<file path="config.mk">
export PLATFORM = sky130hd
export DESIGN_NAME = pwm_capture
export DESIGN_NICKNAME = d
export VERILOG_FILES = /design/src/rtl/pwm_capture.sv
export SDC_FILE = /design/constraint.sdc
export NUM_CORES = 1
export LEC_CHECK = 0
export BUFFER_PORTS_ARGS = -buffer_cell sky130_fd_sc_hd__buf_2
export CELL_PAD_IN_SITES_DETAIL_PLACEMENT = 0
export CELL_PAD_IN_SITES_GLOBAL_PLACEMENT = 1
export CORE_MARGIN = 10
export CORE_UTILIZATION = 40
export CTS_CLUSTER_SIZE = 20
export DETAILED_ROUTE_END_ITERATION = 12
export PLACE_DENSITY_LB_ADDON = 0.1
export SYNTH_ARGS = -nofsm -noshare
export SYNTH_HDL_FRONTEND = slang
export SYNTH_SLANG_ARGS = --single-unit
</file>
<file path="constraint.sdc">
create_clock -name clk -period 6.6 [get_ports clk]
set_input_delay 1.65 -clock clk [delete_from_list [all_inputs] [get_ports clk]]
set_output_delay 1.65 -clock clk [all_outputs]
set_load 0.01 [all_outputs]
</file>
<file path="src/rtl/pwm_capture.sv">
// ---------------------------------------------------------------------------
// pwm_capture
//   Measures an incoming PWM waveform. It reports the high time and the
//   rise-to-rise period of the last complete cycle. It also reports a duty
//   code on the same scale as the generator's duty input:
//   duty = floor(high * 2^DUTY_W / period).
//   If no rising edge arrives for TIMEOUT cycles, the input is flagged as
//   static.
//
// Ports
//   clk        in   1       system clock, rising edge
//   rst        in   1       asynchronous reset, active-high
//   pwm_in     in   1       PWM input, asynchronous to clk
//   high_time  out  CNT_W   high cycles in last complete period
//   period     out  CNT_W   rise-to-rise distance in cycles
//   duty_out   out  DUTY_W  normalised duty of last period
//   valid      out  1       one-cycle pulse: results just updated
//   stuck      out  1       no rising edge for TIMEOUT cycles
// ---------------------------------------------------------------------------
module pwm_capture #(
   parameter int CNT_W   = 16,
   parameter int DUTY_W  = 8,
   parameter int TIMEOUT = 1024
) (
   input  logic              clk,
   input  logic              rst,
   input  logic              pwm_in,
   output logic [CNT_W-1:0]  high_time,
   output logic [CNT_W-1:0]  period,
   output logic [DUTY_W-1:0] duty_out,
   output logic              valid,
   output logic              stuck
);

   localparam int BW = (DUTY_W > 2) ? $clog2(DUTY_W) : 1;
   localparam logic [CNT_W-1:0]  LP_CNT_MAX  = '1;
   localparam logic [DUTY_W-1:0] LP_DUTY_MAX = '1;
   // cp value in the last cycle before the timeout fires (cp+1 == TIMEOUT)
   localparam logic [CNT_W-1:0]  LP_TO_LAST  = CNT_W'(TIMEOUT - 1);

   typedef enum logic [1:0] {ST_IDLE, ST_DIV, ST_DONE} state_t;

   state_t             r_state, w_state_next;
   logic               r_s0, r_s1, r_s2;
   logic [CNT_W-1:0]   r_cp, r_ch;
   logic               r_armed;
   logic [CNT_W-1:0]   r_h, r_p, r_rem;
   logic               r_sat;
   logic [DUTY_W-2:0]  r_quo;
   logic [BW-1:0]      r_bit_cnt;
   logic [CNT_W-1:0]   r_high_time, r_period;
   logic [DUTY_W-1:0]  r_duty;
   logic               r_valid, r_stuck;

   logic               w_rise, w_capture, w_timeout, w_last_step;
   logic [CNT_W:0]     w_rem_shift;
   logic               w_ge;
   logic [CNT_W-1:0]   w_rem_next;
   logic [DUTY_W-1:0]  w_quo_next;

   assign w_rise    = r_s1 & ~r_s2;
   assign w_capture = w_rise & r_armed;
   assign w_timeout = r_armed & ~w_rise & (r_cp == LP_TO_LAST);

   // The result only goes out if nothing restarts or cancels the division
   // on its final step.
   assign w_last_step = (r_state == ST_DIV) && (r_bit_cnt == '0) && !w_capture && !w_timeout;

   // The dividend is H * 2^DUTY_W. When H < P the quotient fits in DUTY_W
   // bits, so the upper dividend bits seed the remainder directly. The
   // DUTY_W low (zero) bits are then shifted in one per cycle, MSB first.
   // The remainder always stays below P. That keeps the subtraction
   // within CNT_W bits.
   assign w_rem_shift = {r_rem, 1'b0};
   assign w_ge        = (w_rem_shift >= {1'b0, r_p});
   assign w_rem_next  = w_ge ? (w_rem_shift[CNT_W-1:0] - r_p) : w_rem_shift[CNT_W-1:0];
   assign w_quo_next  = {r_quo, w_ge};

   // FSM state register
   always_ff @(posedge clk or posedge rst) begin
      if (rst) r_state <= ST_IDLE;
      else     r_state <= w_state_next;
   end

   // FSM next state
   always_comb begin
      w_state_next = r_state;
      case (r_state)
         ST_IDLE: w_state_next = ST_IDLE;
         ST_DIV:  if (r_bit_cnt == '0) w_state_next = ST_DONE;
         ST_DONE: w_state_next = ST_IDLE;
         default: w_state_next = ST_IDLE;
      endcase
      // A new capture always restarts the division (latest wins).
      if (w_capture) w_state_next = ST_DIV;
      // A timeout abandons any division in flight.
      if (w_timeout) w_state_next = ST_IDLE;
   end

   // Datapath
   always_ff @(posedge clk or posedge rst) begin
      if (rst) begin
         r_s0        <= 1'b0;
         r_s1        <= 1'b0;
         r_s2        <= 1'b0;
         r_cp        <= '0;
         r_ch        <= '0;
         r_armed     <= 1'b0;
         r_h         <= '0;
         r_p         <= '0;
         r_rem       <= '0;
         r_sat       <= 1'b0;
         r_quo       <= '0;
         r_bit_cnt   <= '0;
         r_high_time <= '0;
         r_period    <= '0;
         r_duty      <= '0;
         r_valid     <= 1'b0;
         r_stuck     <= 1'b0;
      end else begin
         r_s0 <= pwm_in;
         r_s1 <= r_s0;
         r_s2 <= r_s1;

         // Period and high-time counters. Both saturate.
         if (w_rise) begin
            r_cp <= CNT_W'(1);
            r_ch <= CNT_W'(1);
         end else begin
            if (r_cp != LP_CNT_MAX)          r_cp <= r_cp + CNT_W'(1);
            if (r_s1 && r_ch != LP_CNT_MAX)  r_ch <= r_ch + CNT_W'(1);
         end

         if (w_rise)         r_armed <= 1'b1;
         else if (w_timeout) r_armed <= 1'b0;

         if (w_capture) begin
            r_h       <= r_ch;
            r_p       <= r_cp;
            r_sat     <= (r_ch >= r_cp);
            r_rem     <= r_ch;
            r_quo     <= '0;
            r_bit_cnt <= BW'(DUTY_W - 1);
         end else if (r_state == ST_DIV) begin
            r_rem     <= w_rem_next;
            r_quo     <= w_quo_next[DUTY_W-2:0];
            r_bit_cnt <= r_bit_cnt - BW'(1);
         end

         // Result registers are loaded on the final divide step.
         // They become visible together with valid, in the DONE cycle.
         r_valid <= 1'b0;
         if (w_timeout) begin
            r_high_time <= '0;
            r_period    <= '0;
            r_duty      <= r_s1 ? LP_DUTY_MAX : '0;
            r_valid     <= 1'b1;
            r_stuck     <= 1'b1;
         end else if (w_last_step) begin
            r_high_time <= r_h;
            r_period    <= r_p;
            r_duty      <= r_sat ? LP_DUTY_MAX : w_quo_next;
            r_valid     <= 1'b1;
         end

         if (w_rise) r_stuck <= 1'b0;
      end
   end

   assign high_time = r_high_time;
   assign period    = r_period;
   assign duty_out  = r_duty;
   assign valid     = r_valid;
   assign stuck     = r_stuck;

endmodule

</file>
==> flow_metrics.py, run 1 <==
metrics = {
    "status": {
        "outcome": "completed",
    },
    "route": {
        "avgRoutedWirePerCell_microns": 17.9,
        "ant_nets": 0,
        "drtIter0Drc": 390,
        "vias": 5667,
        "dr.pass1.iters": 5,
        "drc_errors": 0,
        "wl_microns": 18900,
        "vias_per_cell": 5.37,
    },
    "yosys": {
        "netlist_area_sq_um": 7080,
        "synthTopCellsByCount": "nand2_1 (176), dfrtp_1 (139), a21oi_1 (59)",
        "synth_area_leader_cell": "dfrtp_1",
        "muxShareOfSynthArea_pct": 1.29,
        "synthDominantCellAreaShare_pct": 49.2,
        "synth_edf_count": 0,
        "synthArstFlopShare_pct": 100,
        "synth-compound-area-share_pct": 14.1,
        "synthDistinctLibCells": 55,
        "synth_area_leaders": "dfrtp_1 (49%), nand2_1 (9.3%), ha_1 (6.4%)",
        "ys_warn_count": 0,
        "syn-num-nets": 826,
        "synth_cells": 786,
        "synth_top_family_by_area": "simple AND/OR/NAND/NOR gates",
        "synth-main-ff-cell": "dfrtp_1",
        "synth_most_common_cell": "nand2_1",
        "synthAdderAreaFrac_pct": 6.65,
        "synth-seq-area-share_pct": 49.2,
        "yosys.area_share.xor_xnor_pct": 4.33,
        "ys_ff_latch": 139,
        "synthSimpleGateAreaFrac_pct": 20.3,
        "syn-mean-instance-area_sq_um": 9.00,
    },
    "clocking": {
        "cts_setup_buffers": 0,
        "cts_resized": 0,
        "numCtsBuffers": 17,
        "clkTransAtPathRegs_ns": 0.06,
        "cts-root-buf": "clkbuf_16",
        "cts_max_level": 4,
        "ctsHoldBuffers": 0,
        "worstSkewPairLatency_ns": 0.42,
        "cts_buffer_depth": 2,
        "cts_tree": "done",
        "clock-sinks": 139,
    },
    "sta": {
        "totalNegativeSetupSlack_ns": 0,
        "max_slew.worst_pin.slew_ns": 1.04,
        "relSlewSlack_pct": 30.5,
        "final-setup-viol-count": 0,
        "slew_violations": 0,
        "hold_viol": 0,
        "fmax_mhz": 298,
        "rsz0062_at_grt": "no",
        "finalCritPeriodShare_pct": 50.9,
        "fin_skew_ns": 0.00925,
        "setup_ws_ns": 3.24,
        "fin_crit_ns": 3.36,
    },
    "placement": {
        "place_ws_ns": 3.22,
        "hpwl_microns": 13200,
        "gp_congestion": 0.920,
        "io_buffers": 44,
        "placedInstanceArea_sq_um": 7490,
    },
    "final_layout": {
        "syn2layout_area_growth_pct": 14.4,
        "fin_util_pct": 46.8,
        "diodes": 0,
        "fin_nets": 859,
        "design_area_sq_um": 8100,
        "drive_above_1_share_pct": 11.7,
        "num-fill-cells": 1745,
    },
    "grt": {
        "global_route.usage.met3_pct": 2.97,
        "antenna_found_initial": 0,
        "grt_max_degree": 85,
        "grt_use_total_pct": 16.2,
        "grt_pass1_vias": 5649,
        "busiest_layer": "met2",
        "grt_util_met2_pct": 25.5,
        "grt_use_met1_pct": 21.7,
        "grt_pass1_wl_microns": 30800,
        "overflow": 0,
    },
    "setup_path": {
        "cp-end-kind": "flop",
        "path_max_fanout": 68,
        "worst_ep_arrival_time_ns": 3.70,
        "critPathKind": "reg2reg",
        "cp-start-kind": "flop",
        "required_ns": 6.94,
    },
    "floorplan": {
        "dieArea_sq_um": 23400,
        "ioPinCount": 45,
        "die_x_microns": 153,
        "die_h_microns": 153,
        "initial_core_util_pct": 40.9,
        "rows": 48,
        "core_sq_um": 17300,
    },
    "power": {
        "p_per_area_nw_per_um2": 400,
        "p_total_mw": 3.24,
        "peakVddDrop_mv": 0.238,
        "leakagePower_nw": 3.76,
    },
    "job": {
        "maxCapViolCount": 0,
    },
    "worst_hold_path": {
        "hp-class": "reg2reg",
    },
}
-- final timing paths --
path | from | to | slack (ns) | cells after the start
max in group asynchronous | rst | r_h[1] | 4.01 | 3
worst max register to register | r_s1 | period[2] | 3.24 | 9
worst max-delay path | r_s1 | period[2] | 3.24 | 9
min in group asynchronous | rst | period[2] | 1.37 | 2
worst min-delay path | r_s0 | r_s1 | 0.39 | 0
worst min register to register | r_s0 | r_s1 | 0.39 | 0
-- per-layer routing --
| metal | routed length (microns) | share of wire [%] |
|---|---|---|
| met1 | 9110 | 48 |
| met2 | 8720 | 46 |
| met3 | 666 | 3.5 |
| met4 | 380 | 2.0 |
| met5 | 0 | 0 |
-- logic make-up (layout without fill, tap and decap cells) --
group                    count (synthesis)  count (layout)
multiplexers                             9               9
AND/OR/NAND/NOR                        324             324
flip-flops                             139             139
adder cells (fa/ha/maj)                 37              37
AO/OA/AOI/OAI                          165             165
buffers and inverters                   77             122
XOR/XNOR                                35              35
-- where the power goes --
| part | switching, mW | internal (mW) |
|---|---|---|
| Sequential | 0.129 | 1.01 |
| Clock | 0.368 | 0.606 |
| Combinational | 0.643 | 0.488 |
| Total | 1.14 | 2.10 |
-- worst max-delay path: stages (launching register included) --
cell and delay (ns):
dfrtp_1 0.47, nor2b_2 0.18, buf_4 0.34, and2_2 0.20, buf_4 0.54, nor2_1 0.27, nand2_1 0.64, buf_4 0.37
nand2_1 0.09, a21oi_1 0.14
-- state kept, by name (all words and copies together), names as in the netlist, 2 cells and up --
signal     count
r_p           16
r_cp          16
r_ch          16
r_rem         16
r_bit_cnt      3
period        16
r_h           16
duty_out       8
high_time     16
r_quo          7
r_state        2
-- metrics by stage --
step,hold slack (ns),std cells
final,0.390,1056
after global routing,0.402,1056
after CTS,0.404,1056
after detailed placement,0.387,1025
after global placement,0.370,1025
after floorplan,0.331,786
-- layout by cell type, fill, tap and decap left out, drive strengths merged, types with 3 or more instances in the layout --
cell type / netlist / layout
or4: 3 / 3
a21oi: 59 / 59
clkinv: 0 / 4
nand3: 20 / 20
buf: 9 / 52
a211oi: 3 / 3
o21a: 4 / 4
a22oi: 9 / 9
inv: 39 / 40
nor2b: 6 / 6
and3: 10 / 10
nand2b: 8 / 8
xor2: 11 / 11
nor2: 53 / 53
o21ai: 46 / 46
or2: 5 / 5
nand2: 176 / 176
ha: 36 / 36
a31oi: 6 / 6
dfrtp: 139 / 139
xnor2: 24 / 24
nand4: 8 / 8
clkbuf: 29 / 22
o211ai: 4 / 4
o31ai: 9 / 9
mux2i: 8 / 8
or3: 7 / 7
a21o: 8 / 8
nor3: 17 / 17
-- area by class of cell --
cell class,instances,area (sq um),share of cell area (%)
flip-flops and latches,139,3480,42.9
multi-input cells,570,3300,40.8
inverters,39,151,1.87
repair buffers,52,280,3.46
clock buffers,22,494,6.10
clock inverters,9,111,1.37
well taps,225,282,3.48
Note: power is estimated with default switching activity, not from simulation.
==> inputs of run 2 (changes only) <==
==> constraint.sdc (replaced) <==
create_clock -name clk -period 3.3 [get_ports clk]
set_input_delay 0.825 -clock clk [delete_from_list [all_inputs] [get_ports clk]]
set_output_delay 0.825 -clock clk [all_outputs]
set_load 0.01 [all_outputs]
==> flow_metrics.py, run 2 (same netlist as run 1, synthesis figures left out) <==
metrics = {
    "status": {
        "outcome": "completed",
    },
    "route": {
        "vias_per_cell": 5.39,
        "wl_microns": 18900,
        "avgRoutedWirePerCell_microns": 17.8,
        "vias": 5730,
        "dr.pass1.iters": 5,
        "routed-wl-met2_microns": 8830,
        "wl_met1_microns": 9060,
        "ant_nets": 0,
        "wl_met3_microns": 640,
        "drtIter0Drc": 383,
        "drc_errors": 0,
        "top_layer": "met4",
    },
    "grt": {
        "grt_pass1_vias": 5784,
        "overflow": 0,
        "grt_use_total_pct": 16.5,
        "antenna_found_initial": 0,
        "grt_pass1_wl_microns": 31300,
        "grt_max_degree": 140,
    },
    "final_layout": {
        "fin_nets": 866,
        "num-fill-cells": 1711,
        "diodes": 0,
        "syn2layout_area_growth_pct": 15.1,
        "layout_commonest_cell": "nand2_1",
        "drive_above_1_share_pct": 12.5,
        "most-common-layout-cells": "nand2_1 (176), dfrtp_1 (139), a21oi_1 (59)",
        "design_area_sq_um": 8140,
    },
    "floorplan": {
        "ioPinCount": 45,
        "dieArea_sq_um": 23400,
        "rows": 48,
        "die_x_microns": 153,
        "core_sq_um": 17300,
        "die_h_microns": 153,
        "initial_core_util_pct": 40.9,
    },
    "clocking": {
        "clkTransAtPathRegs_ns": 0.06,
        "ctsHoldBuffers": 0,
        "worstSkewPairLatency_ns": 0.42,
        "cts_buffer_depth": 2,
        "cts_tree": "done",
        "cts_setup_buffers": 0,
        "numCtsBuffers": 17,
        "cts_max_level": 4,
        "cts-root-buf": "clkbuf_16",
        "cts_resized": 0,
        "clock-sinks": 139,
    },
    "setup_path": {
        "r2r-end": "r_rem[1]",
        "reg2regPathDepth": 9,
        "path_max_fanout": 8,
        "required_ns": 3.64,
        "worst_ep_arrival_time_ns": 2.95,
        "r2r_slack_ns": 0.69,
        "critPathKind": "reg2reg",
        "timing.rr.start": "r_rem[3]",
        "cp-end-kind": "flop",
        "cp-start-kind": "flop",
    },
    "sta": {
        "finalCritPeriodShare_pct": 79.1,
        "totalNegativeSetupSlack_ns": 0,
        "rsz0062_at_grt": "no",
        "fin_crit_ns": 2.61,
        "fmax_mhz": 383,
        "relSlewSlack_pct": 28.1,
        "hold_viol": 0,
        "slew_violations": 0,
        "max_slew.worst_pin.slew_ns": 1.07,
        "fin_skew_ns": 0.00677,
        "final-setup-viol-count": 0,
    },
    "power": {
        "peakVddDrop_mv": 0.441,
        "p_per_area_nw_per_um2": 798,
        "leakagePower_nw": 3.79,
        "p_total_mw": 6.49,
    },
    "worst_hold_path": {
        "hold_path_end": "r_s1",
        "hold_depth": 0,
        "min_from": "r_s0",
        "hp-class": "reg2reg",
    },
    "placement": {
        "hpwl_microns": 13500,
        "placedInstanceArea_sq_um": 7560,
        "gp_congestion": 0.884,
        "io_buffers": 44,
    },
    "job": {
        "maxCapViolCount": 0,
    },
}
==> run 2: cell types whose count changed in the layout (fill, tap and decap cells not counted) <==
cell,before,now
clkinvlp_4,2,4
buf_12,0,1
clkinv_4,2,3
buf_4,8,14
clkbuf_8,5,1
clkinv_2,2,4
==> run 2: how the worst max path moves through the flow <==
stage	startpoint	to
floorplan	rst	duty_out[0]
global placement	r_p[4]	r_rem[1]
detailed placement	r_p[4]	r_rem[1]
CTS	r_rem[3]	r_rem[1]
global route	r_p[4]	r_rem[1]
finish	r_rem[3]	r_rem[1]
==> run 2: area by class of cell <==
| cell class | count | area (sq um) | share of cell area, % |
|---|---|---|---|
| timing repair buffer | 59 | 345 | 4.24 |
| sequential | 139 | 3480 | 42.7 |
| inverter | 39 | 150 | 1.84 |
| clock buffer | 18 | 439 | 5.39 |
| multi-input combinational | 570 | 3300 | 40.6 |
| tap | 225 | 282 | 3.46 |
| clock inverter | 14 | 146 | 1.80 |
==> run 2: per-stage QoR <==
step           hold WS (ns)  worst slack [ns]  cells  util [%]
2_1_floorplan         0.331             0.740    786         -
3_3_place_gp          0.332             0.839   1032      43.7
3_5_place_dp          0.340             0.730   1032      43.7
4_1_cts               0.354             0.713   1064      47.1
5_1_grt               0.380             0.472   1064      47.1
6_report              0.351             0.688   1064      47.1
==> run 2: power by group <==
group	switching, mW	internal (mW)
clock network	0.767	1.13
registers	0.258	2.01
logic	1.31	1.01
total	2.34	4.16
==> run 2: layer usage <==
| layer | vias up | GRT usage [%] |
|---|---|---|
| met5 | - | 0 |
| met4 | 0 | 6.13 |
| met3 | 28 | 2.92 |
| met2 | 115 | 25.7 |
| met1 | 2824 | 22.3 |
| li1 | 2763 | - |
==> run 2: critical path: stages, from the launching register on <==
cell,delay (ns)
dfrtp_1,0.41
ha_1,0.36
a21oi_1,0.26
nand2_1,0.14
o21a_1,0.23
o21ai_0,0.24
a32o_1,0.24
buf_4,0.18
mux2_2,0.34
o21ai_0,0.14
